**src/rtl/ex_muldiv_sequencer_if.sv**
```systemverilog
// Handshake/bus bundle between the EX stage and the multiply/divide sequencer.
interface ex_muldiv_sequencer_if #(
    parameter int unsigned XLEN = 32
);
    logic            i_flush;
    logic            i_start;
    logic [2:0]      i_funct3;
    logic [XLEN-1:0] i_op_a;
    logic [XLEN-1:0] i_op_b;
    logic            o_stall;
    logic            o_busy;
    logic            o_result_valid;
    logic [XLEN-1:0] o_result;

    // Pipeline side: drives the instruction, receives stall and result.
    modport master (
        output i_flush, i_start, i_funct3, i_op_a, i_op_b,
        input  o_stall, o_busy, o_result_valid, o_result
    );

    // Sequencer side.
    modport slave (
        input  i_flush, i_start, i_funct3, i_op_a, i_op_b,
        output o_stall, o_busy, o_result_valid, o_result
    );
endinterface

```
**src/rtl/ex_muldiv_sequencer.sv**
```systemverilog
// Iterative unsigned MUL/MULHU/DIVU/REMU unit sitting beside the EX-stage ALU.
// One shared pair of XLEN registers holds {upper, lower} of the product or
// {remainder, quotient} of the division; one iteration runs per cycle.
module ex_muldiv_sequencer #(
    parameter int unsigned XLEN  = 32,
    parameter int unsigned CNT_W = 5
) (
    input  logic                 clk,
    input  logic                 reset,
    ex_muldiv_sequencer_if.slave bif
);

    localparam logic [2:0]       F3_MUL   = 3'b000;
    localparam logic [2:0]       F3_MULHU = 3'b011;
    localparam logic [2:0]       F3_DIVU  = 3'b101;
    localparam logic [2:0]       F3_REMU  = 3'b111;
    localparam logic [CNT_W-1:0] CNT_LAST = CNT_W'(XLEN - 1);

    typedef enum logic [1:0] {
        S_IDLE = 2'd0,
        S_BUSY = 2'd1,
        S_DONE = 2'd2
    } state_t;

    state_t            r_state;
    logic [CNT_W-1:0]  r_cnt;
    logic              r_busy;
    logic              r_result_valid;
    logic [XLEN-1:0]   r_result;
    logic [XLEN-1:0]   r_acc;     // product upper half / partial remainder
    logic [XLEN-1:0]   r_lo;      // multiplier -> product lower half / dividend -> quotient
    logic [XLEN-1:0]   r_mcand;   // multiplicand or divisor
    logic              r_is_div;
    logic              r_sel_hi;  // MULHU/REMU take r_acc, MUL/DIVU take r_lo

    logic              w_legal;
    logic              w_accept;
    logic [XLEN-1:0]   w_addend;
    logic [XLEN:0]     w_sum;
    logic [XLEN:0]     w_shift;
    logic [XLEN-1:0]   w_diff;
    logic              w_ge;
    logic [XLEN-1:0]   w_acc_next;
    logic [XLEN-1:0]   w_lo_next;

    // Decode: only the four supported M-type ops are accepted.
    always_comb begin
        w_legal  = (bif.i_funct3 == F3_MUL)  || (bif.i_funct3 == F3_MULHU) ||
                   (bif.i_funct3 == F3_DIVU) || (bif.i_funct3 == F3_REMU);
        w_accept = bif.i_start & w_legal;
    end

    // One iteration of shift-add multiply or restoring divide.
    always_comb begin
        w_addend = r_lo[0] ? r_mcand : '0;
        w_sum    = {1'b0, r_acc} + {1'b0, w_addend};
        w_shift  = {r_acc, r_lo[XLEN-1]};
        w_ge     = (w_shift >= {1'b0, r_mcand});
        // A successful trial leaves a value below the divisor, so the low bits suffice.
        w_diff   = w_shift[XLEN-1:0] - r_mcand;
        if (r_is_div) begin
            w_acc_next = w_ge ? w_diff : w_shift[XLEN-1:0];
            w_lo_next  = {r_lo[XLEN-2:0], w_ge};
        end else begin
            w_acc_next = w_sum[XLEN:1];
            w_lo_next  = {w_sum[0], r_lo[XLEN-1:1]};
        end
    end

    // Stall the front of the pipe while accepting or iterating; a flush releases it.
    assign bif.o_stall        = ~bif.i_flush &
                                (((r_state == S_IDLE) & w_accept) | (r_state == S_BUSY));
    assign bif.o_busy         = r_busy;
    assign bif.o_result_valid = r_result_valid;
    assign bif.o_result       = r_result;

    // Sequencer FSM and datapath registers; reset beats flush beats start.
    always_ff @(posedge clk) begin
        if (reset) begin
            r_state        <= S_IDLE;
            r_cnt          <= '0;
            r_busy         <= 1'b0;
            r_result_valid <= 1'b0;
            r_result       <= '0;
            r_acc          <= '0;
            r_lo           <= '0;
            r_mcand        <= '0;
            r_is_div       <= 1'b0;
            r_sel_hi       <= 1'b0;
        end else if (bif.i_flush) begin
            r_state        <= S_IDLE;
            r_cnt          <= '0;
            r_busy         <= 1'b0;
            r_result_valid <= 1'b0;
        end else begin
            case (r_state)
                S_IDLE: begin
                    r_result_valid <= 1'b0;
                    if (w_accept) begin
                        r_is_div <= bif.i_funct3[2];
                        r_sel_hi <= bif.i_funct3[1];
                        r_acc    <= '0;
                        r_lo     <= bif.i_funct3[2] ? bif.i_op_a : bif.i_op_b;
                        r_mcand  <= bif.i_funct3[2] ? bif.i_op_b : bif.i_op_a;
                        r_cnt    <= '0;
                        r_busy   <= 1'b1;
                        r_state  <= S_BUSY;
                    end
                end
                S_BUSY: begin
                    r_acc <= w_acc_next;
                    r_lo  <= w_lo_next;
                    r_cnt <= r_cnt + CNT_W'(1);
                    if (r_cnt == CNT_LAST) begin
                        r_result       <= r_sel_hi ? w_acc_next : w_lo_next;
                        r_result_valid <= 1'b1;
                        r_busy         <= 1'b0;
                        r_state        <= S_DONE;
                    end
                end
                S_DONE: begin
                    // start here belongs to the finishing instruction, so it is ignored.
                    r_result_valid <= 1'b0;
                    r_state        <= S_IDLE;
                end
                default: begin
                    r_busy         <= 1'b0;
                    r_result_valid <= 1'b0;
                    r_state        <= S_IDLE;
                end
            endcase
        end
    end

endmodule

```
**src/flat_wrapper.sv**
```systemverilog
// flat-port wrapper written by rule: the top's interface ports become plain ports
module ex_muldiv_sequencer_flat 
#(
    parameter int unsigned XLEN  = 32,
    parameter int unsigned CNT_W = 5
)
  (clk, reset, bif_i_flush, bif_i_start, bif_i_funct3, bif_i_op_a, bif_i_op_b, bif_o_stall, bif_o_busy, bif_o_result_valid, bif_o_result);
  ex_muldiv_sequencer_if #(.XLEN(XLEN)) bif_i ();
  input  logic clk;
  input  logic reset;
  input wire logic [$bits(bif_i.i_flush)-1:0] bif_i_flush;
  input wire logic [$bits(bif_i.i_start)-1:0] bif_i_start;
  input wire logic [$bits(bif_i.i_funct3)-1:0] bif_i_funct3;
  input wire logic [$bits(bif_i.i_op_a)-1:0] bif_i_op_a;
  input wire logic [$bits(bif_i.i_op_b)-1:0] bif_i_op_b;
  output wire logic [$bits(bif_i.o_stall)-1:0] bif_o_stall;
  output wire logic [$bits(bif_i.o_busy)-1:0] bif_o_busy;
  output wire logic [$bits(bif_i.o_result_valid)-1:0] bif_o_result_valid;
  output wire logic [$bits(bif_i.o_result)-1:0] bif_o_result;
  assign bif_i.i_flush = bif_i_flush;
  assign bif_i.i_start = bif_i_start;
  assign bif_i.i_funct3 = bif_i_funct3;
  assign bif_i.i_op_a = bif_i_op_a;
  assign bif_i.i_op_b = bif_i_op_b;
  assign bif_o_stall = bif_i.o_stall;
  assign bif_o_busy = bif_i.o_busy;
  assign bif_o_result_valid = bif_i.o_result_valid;
  assign bif_o_result = bif_i.o_result;
  ex_muldiv_sequencer #(.XLEN(XLEN), .CNT_W(CNT_W)) u_core (.clk(clk), .reset(reset), .bif(bif_i));
endmodule
```
**config.mk**
```make
export PLATFORM = sky130hd
export DESIGN_NAME = ex_muldiv_sequencer_flat
export DESIGN_NICKNAME = d
export VERILOG_FILES = /design/src/rtl/ex_muldiv_sequencer_if.sv /design/src/rtl/ex_muldiv_sequencer.sv /design/src/flat_wrapper.sv
export SDC_FILE = /design/constraint.sdc
export NUM_CORES = 1
export LEC_CHECK = 0
export BUFFER_PORTS_ARGS = -buffer_cell sky130_fd_sc_hd__buf_2
export CAP_MARGIN = 5
export CORE_UTILIZATION = 40
export DETAILED_ROUTE_END_ITERATION = 8
export PLACE_DENSITY = 0.61
export SYNTH_ARGS = -nofsm -noshare
export SYNTH_HDL_FRONTEND = slang
export SYNTH_SLANG_ARGS = --single-unit
export TNS_END_PERCENT = 100
```
**constraint.sdc**
```tcl
create_clock -name clk -period 3.66 [get_ports clk]
set_input_delay 0.183 -clock clk [delete_from_list [all_inputs] [get_ports clk]]
set_output_delay 0.183 -clock clk [all_outputs]
set_load 0.01 [all_outputs]
```
==> results of run 1 <==
## metrics by stage
| stage | TNS (ps) | power [W] | instances |
|---|---|---|---|
| finish | 0 | 0.00429 | 1782 |
| detailed placement | 0 | 0.00255 | 1750 |
| CTS | 0 | 0.00427 | 1782 |
| global placement | 0 | 0.00255 | 1750 |
| global route | -0.685 | 0.00445 | 1782 |
| floorplan | 0 | 0.00227 | 1368 |
## path summary, 6_finish.rpt
path / startpoint / end / slack [ps] / cells after the start
worst max-delay path: u_core.r_lo[31]$_SDFFE_PP0P_ / u_core.bif.o_result[20]$_SDFFE_PP0P_ / 180 / 14
worst min-delay path: bif_i_funct3[1] / u_core.r_sel_hi$_SDFFE_PP0P_ / 20 / 3
worst max register to register: u_core.r_lo[31]$_SDFFE_PP0P_ / u_core.bif.o_result[20]$_SDFFE_PP0P_ / 180 / 14
worst min register to register: u_core.bif.o_result_valid$_SDFFE_PP0P_ / u_core.bif.o_result_valid$_SDFFE_PP0P_ / 460 / 1
## power by group through the flow
stage	combinational (W)	sequential [W]	clock, W
detailed placement	0.000901	0.00165	0
global placement	0.000899	0.00165	0
floorplan	0.000660	0.00161	0
finish	0.000921	0.00162	0.00175
CTS	0.000909	0.00161	0.00175
global route	0.00101	0.00162	0.00182
## routing by layer
metal	track usage	routed length, µm
met4	0.0668	551
met5	0	0
met2	0.370	14900
met1	0.387	17400
met3	0.0491	3110
## cell families after synthesis
group / after synthesis / share of synthesized area
buffers and inverters: 142 / 0.0516
muxes: 128 / 0.122
and+or+nand+nor: 397 / 0.173
xor gates and xnor gates: 52 / 0.0421
AOI/OAI and AO/OA: 442 / 0.274
adders and majority gates: 68 / 0.0801
DFF: 139 / 0.257
## sequential cells by signal (all words and copies together), names as in the netlist
signal and flops:
u_core.bif.o_busy 1, u_core.bif.o_result 32, u_core.bif.o_result_valid 1, u_core.r_acc 32
u_core.r_cnt 5, u_core.r_is_div 1, u_core.r_lo 32, u_core.r_mcand 32
u_core.r_sel_hi 1, u_core.r_state 2
## worst min-delay path: cells and delay by family
family | cells | cell delay, ps
and+or+nand+nor | 1 | 70
muxes | 1 | 60
buffers and inverters | 1 | 100
## timing repair
item	in CTS	in global routing
endpoints found under the setup margin	0	3
resized for setup	0	3
endpoints found under the hold margin	0	0
setup buffers	0	0
## synth_stat cells (6+ instances only)
master	count	area (µm²)
mux2i_1	108	1080
o21ai_0	58	290
a31oi_1	17	106
buf_1	14	52.6
inv_1	53	199
and2_1	37	231
o211ai_1	23	173
and3_1	12	75.1
xor2_1	23	201
a21oi_1	129	646
a211o_1	13	114
or3_1	6	37.5
a21o_1	31	233
nand2b_1	10	62.6
xnor2_1	29	254
clkbuf_1	67	251
nor2_1	122	458
nor2b_1	21	131
nand3_1	23	115
o21a_1	10	75.1
nand2_1	110	413
mux2_2	19	214
nor3b_1	14	105
a211oi_1	70	526
dfxtp_1	139	2780
o21bai_1	10	75.1
ha_1	66	826
nor3_1	24	120
o211a_1	6	60.1
o22ai_1	7	43.8
a22o_1	20	175
## layout make-up
type,instances,area [µm²],share of cell area
clock inverters,13,130,0.0106
multi-input cells,1087,7500,0.611
repair buffers,136,779,0.0636
inverters,53,199,0.0162
well taps,335,419,0.0342
clock buffers,19,453,0.0369
flip-flops and latches,139,2790,0.227
==> impl_metrics.toml, run 1 <==
[logic_synthesis]
synth_edf_count = 0
ys_types = 72
synthArstFlopShare = 0
syn-num-nets = 1507
netlist_area_mm2 = 0.0108
yosys_warnings = 0
syn_avg_cell_area_um2 = 7.90
ys.flop_type = "dfxtp_1"
synth.ff_latch_count = 139
synth_cells = 1368
ys_seq_area_frac = 0.257

[final_layout]
finalInstanceArea_mm2 = 0.0123
final_util = 0.467
drive_above_1_share = 0.142
final_common_cell = "dfxtp_1"
final_cell_mix = "dfxtp_1 (138), a21oi_1 (129), nor2_1 (120), nand2_1 (110), mux2i_1 (108)"
nets = 1573
n_fill_cell = 2600
area_growth_pct = 13.5
antennaDiodeCount = 0

[run]
cap_violations = 0

[power]
ir_worst_vdd_v = 0.000226
combPwrFrac = 0.215
p_per_area_mw_per_mm2 = 350
cell_internal_pwr_w = 0.00291
pwr-share-clk = 0.408
power_switching_w = 0.00138
pwr-share-seq = 0.377
switching_share = 0.321
p_leak_nw = 5.34

[floorplan]
pin_count = 106
core_area_mm2 = 0.0263
die_y_um = 166
dieArea_mm2 = 0.0277
start_util = 0.411
rows = 59
dieWidth_um = 166

[critical_path]
crit_required_ps = 3970
cp-end-kind = "flip-flop"
timing.critical_path.mode_cell = "inv_1"
critPathKind = "reg -> reg"
slowest_stage = "fa_1"
path_cells = "inv_1, ha_1, inv_1, fa_1, a211oi_1, nor3_1, o21bai_1, a21boi_1, o31a_1, o21a_1, or3_1, nand3_1, a31oi_1, a221o_1"
crit_family = "compound AO/OA/AOI/OAI gates"
cp-start-kind = "flip-flop"
cpPeakStageDelay_ps = 430
critical_path_peak_fanout = 4
crit_buf_inv = 2
crit_arrival_ps = 3800

[sta]
drv_slew = 0
fmax_mhz = 287
skew_ps = 9.95
worst-slew-pin-transition_ps = 1030
whs_ps = 21.0
fin_ws_ps = 179
hold_viol = 0
period_minus_slack_ps = 3480
finalSetupViolCount = 0
period_share = 0.951
slew-limit-headroom = 0.310

[placement]
pre_cts_slack_ps = 187
post-dp-hpwl_um = 27300
dpl_cell_area_mm2 = 0.0117
io_buffers = 105
gp_congestion = 1.01

[routing]
post_drt_via_cell_ratio = 5.87
ant_nets = 0
wl_per_cell_um = 20.2
initialDrtViolationCount = 974
drc = 0
routed_wl_um = 35900
first_pass_iters = 7
vias = 10500

[clock_tree]
clock_latency_ps = 430
cts_sinks = 139
htreeDepth = 4
clk_pin_slew_ps = 70
holdBufCountCts = 0
root_buffer = "clkbuf_16"
clock_path_buffers = 2
cts_tree = "done"
cts_buffers = 17

[grt]
grt_pass1_vias = 9551
grt_overflow = 0
antenna_found_initial = 0
globalRouteTotalUtil = 0.257
grt_max_degree = 81
grt_pass1_wl_um = 55600

[hold_path]
hold_path.class = "in -> reg"

[run_status]
status = "complete, no violations"
No activity file was read; power rests on OpenSTA's default activity.
==> run 2: changes to the inputs <==
--- a/config.mk
+++ b/config.mk
@@ -5,11 +5,12 @@
 export SDC_FILE = /design/constraint.sdc
 export NUM_CORES = 1
 export LEC_CHECK = 0
+export ABC_AREA = 1
 export BUFFER_PORTS_ARGS = -buffer_cell sky130_fd_sc_hd__buf_2
 export CAP_MARGIN = 5
 export CORE_UTILIZATION = 40
 export DETAILED_ROUTE_END_ITERATION = 8
-export PLACE_DENSITY = 0.61
+export PLACE_DENSITY = 0.6
 export SYNTH_ARGS = -nofsm -noshare
 export SYNTH_HDL_FRONTEND = slang
 export SYNTH_SLANG_ARGS = --single-unit
==> impl_metrics.toml, run 2 <==
[run_status]
status = "complete, no violations"

[logic_synthesis]
yosys_warnings = 0
ys_top_cells_by_area = "nand2_1 (23%), dfxtp_1 (23%), inv_1 (9.0%), ha_1 (6.8%), nand3_1 (6.0%)"
syn-num-nets = 2278
ys_seq_area_frac = 0.229
synth_top_area_frac = 0.234
syn_avg_cell_area_um2 = 5.69
synthArstFlopShare = 0
yosysTopAreaCell = "nand2_1"
netlist_top_cells_count = "nand2_1 (759), inv_1 (292), nor2_1 (186)"
synth.ff_latch_count = 139
netlist_area_mm2 = 0.0122
yosysMostFrequentCell = "nand2_1"
synth_edf_count = 0
ys_types = 40
ys.flop_type = "dfxtp_1"
synth_cells = 2139

[power]
ir_worst_vdd_v = 0.000326
p_leak_nw = 7.14
finalPower_w = 0.00449
p_per_area_mw_per_mm2 = 330

[grt]
globalRouteTotalUtil = 0.304
grt_pass1_vias = 12700
grt_max_degree = 76
grt_overflow = 0
grt_pass1_wl_um = 72600
antenna_found_initial = 0

[critical_path]
crit_required_ps = 4020
cp-start-kind = "flip-flop"
cp-end-kind = "flip-flop"
critPathKind = "reg -> reg"
rr_startpoint = "u_core.r_lo[0]$_SDFFE_PP0P_"
critical_path_peak_fanout = 19
crit_start = "u_core.r_lo[0]$_SDFFE_PP0P_"
crit_arrival_ps = 3560

[floorplan]
core_area_mm2 = 0.0298
dieWidth_um = 176
start_util = 0.409
dieArea_mm2 = 0.0311
rows = 63
die_y_um = 176
pin_count = 106

[routing]
routed_wl_um = 46500
wl_per_cell_um = 17.9
drc = 0
top_layer = "met4"
wl_met3_um = 4170
initialDrtViolationCount = 1229
vias = 13800
first_pass_iters = 5
post_drt_via_cell_ratio = 5.30
ant_nets = 0
met2_length_um = 19300
met1_length_um = 22500

[final_layout]
final_common_cell = "nand2_1"
antennaDiodeCount = 0
area_growth_pct = 11.9
finalInstanceArea_mm2 = 0.0136
final_cell_mix = "nand2_1 (759), inv_1 (290), nor2_1 (184), nand3_1 (145), dfxtp_1 (137)"
nets = 2341
multi_input_area_mm2 = 0.00786
drive_above_1_share = 0.0926
regArea_mm2 = 0.00279
n_fill_cell = 3323

[sta]
skew_ps = 12.4
drv_slew = 0
hold_viol = 0
period_share = 0.874
rsz0062_at_grt = "false"
finalSetupViolCount = 0
slew-limit-headroom = 0.299
worst-slew-pin-transition_ps = 1050
period_minus_slack_ps = 3200
fmax_mhz = 312
final.setup.tns_ps = 0

[run]
cap_violations = 0

[clock_tree]
root_buffer = "clkbuf_16"
cts_tree = "done"
clock_path_buffers = 2
htreeDepth = 4
cts_buffers = 17
cts_sinks = 139
post_cts_buffers = 0
clock_latency_ps = 440
clk_pin_slew_ps = 70

[placement]
post-dp-hpwl_um = 36200
dpl_cell_area_mm2 = 0.0130
gp_congestion = 0.978
io_buffers = 105

[hold_path]
min-delay-start = "bif_i_op_a[13]"
hold_path.class = "in -> reg"
[run 2: changes by cell type in the layout (fill, tap and decap cells not counted), sizes merged, moves of 66 or more]
cell	delta
nand3	+126
nand2	+657
o21ai	+72
inv	+237
mux2i	-108
a211oi	-70
nor2	+66
[run 2: what timing repair did]
action,4_1_cts,5_1_grt
hold buffers,1,0
gates resized for setup,0,0
hold endpoints to repair,1,0
[run 2: stage by stage]
stage,instances,setup WS (ps),utilization,hold WS [ps]
floorplan,2139,1350,-,332
global placement,2572,585,0.437,450
detailed placement,2572,543,0.437,454
CTS,2605,531,0.457,1.23
global route,2605,266,0.457,12.5
finish,2605,459,0.457,9.03
[run 2: worst max-delay path, cell delays in order (launching register included)]
cell     delay [ps]
dfxtp_1         570
buf_4           340
nand2_1          80
inv_1            60
ha_1            240
nand2_1         140
nor2_1          200
inv_1            90
nor4_1          550
nand3_1         290
nand3_1         130
nand3_1         100
nand2_1          90
nand2_1          60
a21oi_1         170
[run 2: cell type report]
type                            count  share of cell area
Clock buffer                       20              0.0328
Multi-Input combinational cell   1613               0.577
Timing Repair Buffer              137              0.0573
Sequential cell                   139               0.204
Tap cell                          390              0.0358
Inverter                          294              0.0810
Clock inverter                     12              0.0120
[run 2: path summary, 6_finish.rpt]
| check | endpoint | depth (start not counted) | slack [ps] |
|---|---|---|---|
| setup / recovery | u_core.r_acc[30]$_SDFFE_PP0P_ | 14 | 460 |
| hold / removal | u_core.r_mcand[13]$_SDFFE_PP0P_ | 3 | 9 |
| setup reg to reg | u_core.r_acc[30]$_SDFFE_PP0P_ | 14 | 460 |
| hold reg to reg | u_core.bif.o_result[22]$_SDFFE_PP0P_ | 2 | 460 |
[run 2: logic make-up (layout without fill, tap and decap cells)]
logic type                 after synthesis  count (layout)  share of synthesized area
xor gates and xnor gates                19              19                     0.0137
AOI/OAI and AO/OA                      353             353                      0.162
DFF                                    139             139                      0.229
and+or+nand+nor                       1173            1173                      0.398
adders and majority gates               68              68                     0.0711
buffers and inverters                  387             463                      0.127
[run 2: report_power, final]
part           total (W)  internal (W)  switching (W)  leakage (nW)
logic            0.00101      0.000318       0.000689          5.72
clock network    0.00185       0.00110       0.000751         0.283
registers        0.00164       0.00157      0.0000720          1.13
[run 2: metal layers]
layer / track usage / vias up
li1: - / 6945
met1: 0.449 / 6278
met2: 0.451 / 542
met3: 0.0596 / 47
met4: 0.0607 / 0
met5: 0 / -
